==> src/rtl/sc_div_sng.sv <==
// Dual-channel stochastic number generator feeding the stochastic divider.
// Three de Bruijn 6-bit LFSRs give exact one-counts over every 64-bit window.
module sc_div_sng #(
  parameter int unsigned LEN    = 64,
  parameter logic [5:0]  SEED_A = 6'h01,
  parameter logic [5:0]  SEED_B = 6'h15,
  parameter logic [5:0]  SEED_R = 6'h2A
) (
  input  logic       clk,
  input  logic       rst,
  input  logic       start,
  input  logic       hold,
  input  logic [5:0] dividend_bin,
  input  logic [5:0] divisor_bin,
  output logic       dividend,
  output logic       divisor,
  output logic [5:0] randNum,
  output logic       valid,
  output logic       first,
  output logic       last,
  output logic       busy
);

  typedef enum logic {IDLE, RUN} state_t;

  localparam logic [15:0] LEN16 = 16'(LEN);

  state_t      state_q, state_d;
  logic [5:0]  opa_q, opa_d, opb_q, opb_d;
  logic [5:0]  lfsr_a_q, lfsr_a_d, lfsr_b_q, lfsr_b_d, lfsr_r_q, lfsr_r_d;
  logic [15:0] cnt_q, cnt_d;
  logic        first_pend_q, first_pend_d;
  logic        dividend_q, dividend_d, divisor_q, divisor_d;
  logic [5:0]  rand_q, rand_d;
  logic        valid_q, valid_d, first_q, first_d, last_q, last_d;
  logic        busy_q, busy_d;

  // The all-zero-low-bits term inserts 6'h00 into the sequence (period 64).
  function automatic logic [5:0] lfsr_step(input logic [5:0] s);
    return {s[4:0], s[5] ^ s[4] ^ (s[4:0] == 5'b0)};
  endfunction

  always_comb begin
    state_d      = state_q;
    opa_d        = opa_q;
    opb_d        = opb_q;
    lfsr_a_d     = lfsr_a_q;
    lfsr_b_d     = lfsr_b_q;
    lfsr_r_d     = lfsr_r_q;
    cnt_d        = cnt_q;
    first_pend_d = first_pend_q;
    dividend_d   = dividend_q;
    divisor_d    = divisor_q;
    rand_d       = rand_q;
    valid_d      = 1'b0;
    first_d      = 1'b0;
    last_d       = 1'b0;
    busy_d       = busy_q;

    case (state_q)
      IDLE: begin
        dividend_d = 1'b0;
        divisor_d  = 1'b0;
        busy_d     = start;
        if (start) begin
          state_d      = RUN;
          opa_d        = dividend_bin;
          opb_d        = divisor_bin;
          lfsr_a_d     = SEED_A;
          lfsr_b_d     = SEED_B;
          lfsr_r_d     = SEED_R;
          cnt_d        = LEN16;
          first_pend_d = 1'b1;
        end
      end
      RUN: begin
        busy_d = 1'b1;
        if (!hold) begin
          dividend_d   = (opa_q > lfsr_a_q);
          divisor_d    = (opb_q > lfsr_b_q);
          rand_d       = lfsr_r_q;
          valid_d      = 1'b1;
          first_d      = first_pend_q;
          first_pend_d = 1'b0;
          last_d       = (cnt_q == 16'd1);
          lfsr_a_d     = lfsr_step(lfsr_a_q);
          lfsr_b_d     = lfsr_step(lfsr_b_q);
          lfsr_r_d     = lfsr_step(lfsr_r_q);
          cnt_d        = cnt_q - 16'd1;
          if (cnt_q == 16'd1) state_d = IDLE;
        end
      end
      default: state_d = IDLE;
    endcase
  end

  always_ff @(posedge clk or posedge rst) begin
    if (rst) begin
      state_q      <= IDLE;
      opa_q        <= '0;
      opb_q        <= '0;
      lfsr_a_q     <= SEED_A;
      lfsr_b_q     <= SEED_B;
      lfsr_r_q     <= SEED_R;
      cnt_q        <= '0;
      first_pend_q <= 1'b0;
      dividend_q   <= 1'b0;
      divisor_q    <= 1'b0;
      rand_q       <= '0;
      valid_q      <= 1'b0;
      first_q      <= 1'b0;
      last_q       <= 1'b0;
      busy_q       <= 1'b0;
    end else begin
      state_q      <= state_d;
      opa_q        <= opa_d;
      opb_q        <= opb_d;
      lfsr_a_q     <= lfsr_a_d;
      lfsr_b_q     <= lfsr_b_d;
      lfsr_r_q     <= lfsr_r_d;
      cnt_q        <= cnt_d;
      first_pend_q <= first_pend_d;
      dividend_q   <= dividend_d;
      divisor_q    <= divisor_d;
      rand_q       <= rand_d;
      valid_q      <= valid_d;
      first_q      <= first_d;
      last_q       <= last_d;
      busy_q       <= busy_d;
    end
  end

  assign dividend = dividend_q;
  assign divisor  = divisor_q;
  assign randNum  = rand_q;
  assign valid    = valid_q;
  assign first    = first_q;
  assign last     = last_q;
  assign busy     = busy_q;

endmodule

==> config.mk <==
export PLATFORM = sky130hd
export DESIGN_NAME = sc_div_sng
export DESIGN_NICKNAME = d
export VERILOG_FILES = /design/src/rtl/sc_div_sng.sv
export SDC_FILE = /design/constraint.sdc
export NUM_CORES = 1
export LEC_CHECK = 0
export ABC_CLOCK_PERIOD_IN_PS = 2600
export BUFFER_PORTS_ARGS = -buffer_cell sky130_fd_sc_hd__buf_2
export CORE_MARGIN = 2
export CORE_UTILIZATION = 58
export DETAILED_ROUTE_END_ITERATION = 8
export GPL_TIMING_DRIVEN = 0
export PLACE_DENSITY = 0.81
export REMOVE_ABC_BUFFERS = 1
export SYNTH_ARGS = -nofsm -noshare
export SYNTH_HDL_FRONTEND = slang
export SYNTH_SLANG_ARGS = --single-unit
==> constraint.sdc <==
create_clock -name clk -period 2.6 [get_ports clk]
set_clock_uncertainty 0.1 [all_clocks]
set_input_delay 0 -clock clk [delete_from_list [all_inputs] [get_ports clk]]
set_output_delay 0 -clock clk [all_outputs]
set_load 0.005 [all_outputs]
Word level (Yosys, flattened, before mapping)
Index checks and enable logic that the tools add are counted.
{"block": "totals", "reg_bits": 60, "latchBits": 0, "ramBits": 0, "mem_bits_ro": 0, "inputBits": 16, "out_inout_bits": 12, "word_cells": 65, "mem_count": 0}
{"block": "classes", "n_addsub": 1, "n_mul": 0, "div_mod_pow": 0, "order_cmp": 2, "n_eq_ne": 3, "shifts": 0, "n_mux": 30, "bitwise_logic": 8, "n_reduce_logical": 6}
{"op": "$mux W6", "count": 6}
{"op": "$pmux W6 S2", "count": 3}
{"op": "$mux W16", "count": 2}
{"op": "$pmux W16 S2", "count": 1}
{"op": "$eq A16 B1 Y1 const B", "count": 1}
{"op": "$sub A16 B1 Y16 const B", "count": 1}
{"op": "$logic_not A5 Y1", "count": 3}
{"op": "$mux W1", "count": 13}
{"op": "$gt A6 B6 Y1", "count": 2}
{"op": "$pmux W1 S2", "count": 5}
{"op": "$reduce_and A2 Y1", "count": 3}
{"op": "$xor A1 B1 Y1", "count": 6}
{"op": "$ne A2 B2 Y1 const B", "count": 2}
{"op": "$not A1 Y1", "count": 2}

Depth between registers and ports, before layout
{"block": "depth", "depth_word": 4, "ltp_mapped": 6}

Worst setup path before layout
Ideal clock, no wire load.
{"block": "synth_timing", "kind": "reg-to-reg", "from": "register cnt_q[6]", "to": "register cnt_q[12]", "setup_time_ns": 0.078, "arrival_time_ns": 1.938, "slack_ns": 0.484, "stages_incl_launch_ff": 6, "synth_period_minus_slack_ns": 2.116, "cell_sequence": "dfrtp_1 > or3_4 > or4_4 > buf_6 > or4_1 > a21oi_1"}
{"block": "synth_via", "elab_chain_len": 3}
{"item": "start, declared", "line_no": "31", "text": "logic [15:0] cnt_q, cnt_d;"}
{"item": "start signal, assigned", "line_no": "121", "text": "cnt_q <= cnt_d;"}
{"item": "$sub A16 B1 Y16", "line_no": "89", "text": "cnt_d = cnt_q - 16'd1;"}
{"item": "$mux W16", "line_no": "78", "text": "if (!hold) begin"}
{"item": "$pmux W16 S2", "line_no": "60", "text": "case (state_q)"}
Every way passes these cells. The select of a mux whose other input is x is not followed.
A chain may end at the register's enable or synchronous reset.

Worst setup path after layout
{"block": "layout_timing", "from": "register state_q", "to": "register cnt_q[15]"}
{"block": "layout_via", "elab_chain_len": 3, "word_cells_on_any_way": 5, "cone_classes": "eq/ne (2); mux (1); bitwise (1); reduce/logical (1)"}
{"item": "start, declared", "line_no": "28", "text": "state_t state_q, state_d;"}
{"item": "start signal, assigned", "line_no": "115", "text": "state_q <= state_d;"}
{"item": "$not A1 Y1 (no source line)"}
{"item": "$ne A2 B2 Y1 (no source line)"}
{"item": "$reduce_and A2 Y1 (no source line)"}
Several ways; a longest one is shown, not always the timed one.

==> results.ini <==
[worst_setup_path]
slowest_stage=or4_1
regToRegEndpoint=cnt_q[15]$_DFFE_PP0P_
cp_cell_sequence=nand2b_2 -> clkinvlp_4 -> nand4_1 -> or4_1 -> a21oi_1
crit_required_ns=2.76
max_stage_delay_ns=0.56
critPathLaunchType=flip-flop
path_buf_inv=1
timing.reg2reg.setup_slack_ns=0.30
reg2reg_depth=5
worstSetupPathType=flip-flop to flip-flop
critPathTopFamily=simple AND/OR/NAND/NOR gates
cp.arrival_ns=2.46
end_kind=flip-flop
cp_max_fo=24
r2r_start=state_q$_DFF_PP0_

[finish]
nFillCells=303
antenna_cells=0
fin_nets=341
fin_util_pct=73.03
drive_gt1_share_pct=18.35
area_growth_pct=19.69

[pwr]
power.density_nw_per_um2=1038
p_leak_nw=1.550
total_power_mw=3.322
ir_worst_vdd_mv=0.5872

[route]
drt_iter0_markers=188
route.detailed.wl_per_inst_um=15.23
route.detailed.drc=0
vias=2105
detail_route.first_pass.iterations=4
wirelength_um=5605
vias_per_cell=5.720
antenna_left=0

[synth]
postSynthCellCount=264
synth.distinct_cells=37
synth_area_um2=2675
yosysTopAreaCellShare_pct=49.58
synth_area_per_cell_um2=10.13
async_flop_share_pct=100.0
synth_top_cell_by_area=dfrtp_1
synth_area_leaders=dfrtp_1, nand2_1, dfstp_2, ha_1, inv_1
yosysWarnings=0
synth-edff-count=0
synth_common_cells=nand2_1, dfrtp_1, inv_1
seq_area_frac_synth_pct=56.45
yosysMostFrequentCell=nand2_1
synth_ff_type=dfrtp_1
synth-seq-cells=60

[floorplanning]
pin_count=28
die_h_um=71.92
start_util_pct=61.02
rows=24
die-area_um2=5172
dieWidth_um=71.92
core_area_um2=4384

[timing]
max_slew_margin_pct=31.95
finalHoldViolations=0
tightest_slew_ns=1.021
fin_crit_ns=2.298
fmax_ghz=0.4351
min_period_over_period_pct=88.39
setup_viol=0
rsz0062_at_grt=no
slew_viol_final=0

[flow_run]
drv_cap=0

[place]
dp_hpwl_um=3458
port-buffer-count=27
gp_congestion=0.8113

[global_routing]
grt_pass1_wl_um=9660
grt_max_degree=32
grt_overflow=0
antenna_found_initial=0
grt_pass1_vias=2105
track_usage_pct=24.76

[clock_network]
cts_buffers=9
cts_root_buffer=clkbuf_8
path_clk_slew_ns=0.06
insertion_delay_ns=0.35
htreeDepth=3
cts_tree=built
cts.sinks=60
cts.path.max_buffers=2

[worst_hold_path]
hold_class=primary input to async pin

[outcome]
outcome=finished clean

[per-layer routing]
metal | track usage (%) | vias up | wire length, µm
li1 | - | 1014 | -
met5 | 0 | - | 0
met3 | 6.250 | 12 | 220
met2 | 39.71 | 42 | 2751
met1 | 32.29 | 1037 | 2525
met4 | 10.69 | 0 | 107
[worst reg2reg max path: stages, from the launching register on]
cell and delay, ns:
dfrtp_1 0.45, nand2b_2 0.34, clkinvlp_4 0.33, nand4_1 0.29, or4_1 0.56, a21oi_1 0.15
[kinds of logic (layout without fill, tap and decap cells)]
family / count (synthesis) / after routing / share of synthesized area (%)
compound gates: 50 / 50 / 12.16
flops: 60 / 60 / 56.45
buf+inv: 27 / 79 / 4.069
xor+xnor: 4 / 4 / 1.310
mux: 4 / 4 / 1.497
fa+ha+maj: 14 / 14 / 6.548
simple gates: 105 / 105 / 17.96
[layout make-up]
class | instances | area (µm²) | share of cell area (%)
repair inverters | 1 | 5.005 | 0.1563
well taps | 52 | 65.06 | 2.032
clock buffers | 14 | 162.7 | 5.080
clock inverters | 2 | 10.01 | 0.3126
inverters | 17 | 67.56 | 2.110
repair buffers | 45 | 320.3 | 10.00
flip-flops and latches | 60 | 1510 | 47.17
multi-input cells | 177 | 1061 | 33.14
[metrics by stage]
step,setup TNS (ns),instance area [µm²],hold WS [ns],instances,setup slack (ns)
after floorplan,0,2630,-0.001698,254,0.2441
after global placement,-2.035,2830,0.09205,333,-0.4058
after detailed placement,-2.626,2850,0.03030,334,-0.4714
after CTS,0,3179,0.2170,365,0.07527
after global routing,0,3202,0.2802,368,0.1316
final,0,3202,0.1950,368,0.3019
[placed cells by master, fill, tap and decap left out, types with 2 or more instances in the layout]
cell type       n
buf_2          27
a31oi_1         2
o211ai_1        4
a22oi_1         2
nor2_1          6
o41ai_1         3
dlygate4sd3_1  15
dfstp_2         7
ha_1           14
nand3_1         4
clkinv_2        2
xnor2_1         2
clkbuf_8       11
o311ai_0        2
a32o_1          2
o21ai_0        10
nor4_1          5
nand2_1        70
nor2b_1         2
buf_4           2
a22o_1          2
or4_1           3
a21oi_1        11
and4_1          2
dfrtp_1        53
nor3_1          2
mux2i_1         4
nand2b_1        2
o22ai_1         7
inv_1          15
o31ai_1         5
clkbuf_1        3
xor2_1          2
[worst max-delay path by stage]
| stage | startpoint | endpoint | depth (start not counted) |
|---|---|---|---|
| after global placement | state_q$_DFF_PP0_ | cnt_q[15]$_DFFE_PP0P_ | 5 |
| after floorplan | state_q$_DFF_PP0_ | cnt_q[15]$_DFFE_PP0P_ | 5 |
| after global routing | state_q$_DFF_PP0_ | lfsr_b_q[1]$_DFFE_PP0P_ | 3 |
| after CTS | state_q$_DFF_PP0_ | cnt_q[15]$_DFFE_PP0P_ | 5 |
| after detailed placement | state_q$_DFF_PP0_ | cnt_q[15]$_DFFE_PP0P_ | 5 |
| final | state_q$_DFF_PP0_ | cnt_q[15]$_DFFE_PP0P_ | 5 |
[state kept, by name (all words and copies together) (netlist names)]
signal,cells
cnt_q,16
randNum,6
first,1
lfsr_b_q,6
last,1
dividend,1
opb_q,6
busy,1
divisor,1
lfsr_a_q,6
first_pend_q,1
lfsr_r_q,6
opa_q,6
valid,1
state_q,1
[power breakdown]
| group | internal [mW] | switching (mW) | leakage, nW |
|---|---|---|---|
| sequential | 1.32 | 0.258 | 0.736 |
| clock | 0.396 | 0.351 | 0.0905 |
| combinational | 0.462 | 0.535 | 0.724 |
[what timing repair did]
item | CTS | global route
endpoints found under the hold margin | 45 | 0
buffers inserted | 0 | 2
pin swaps | 0 | 1
cloned | 0 | 1
hold buffers | 15 | 0
endpoints found under the setup margin | 12 | 4
gates resized for setup | 2 | 0
Power figures use the tool's default switching activity.
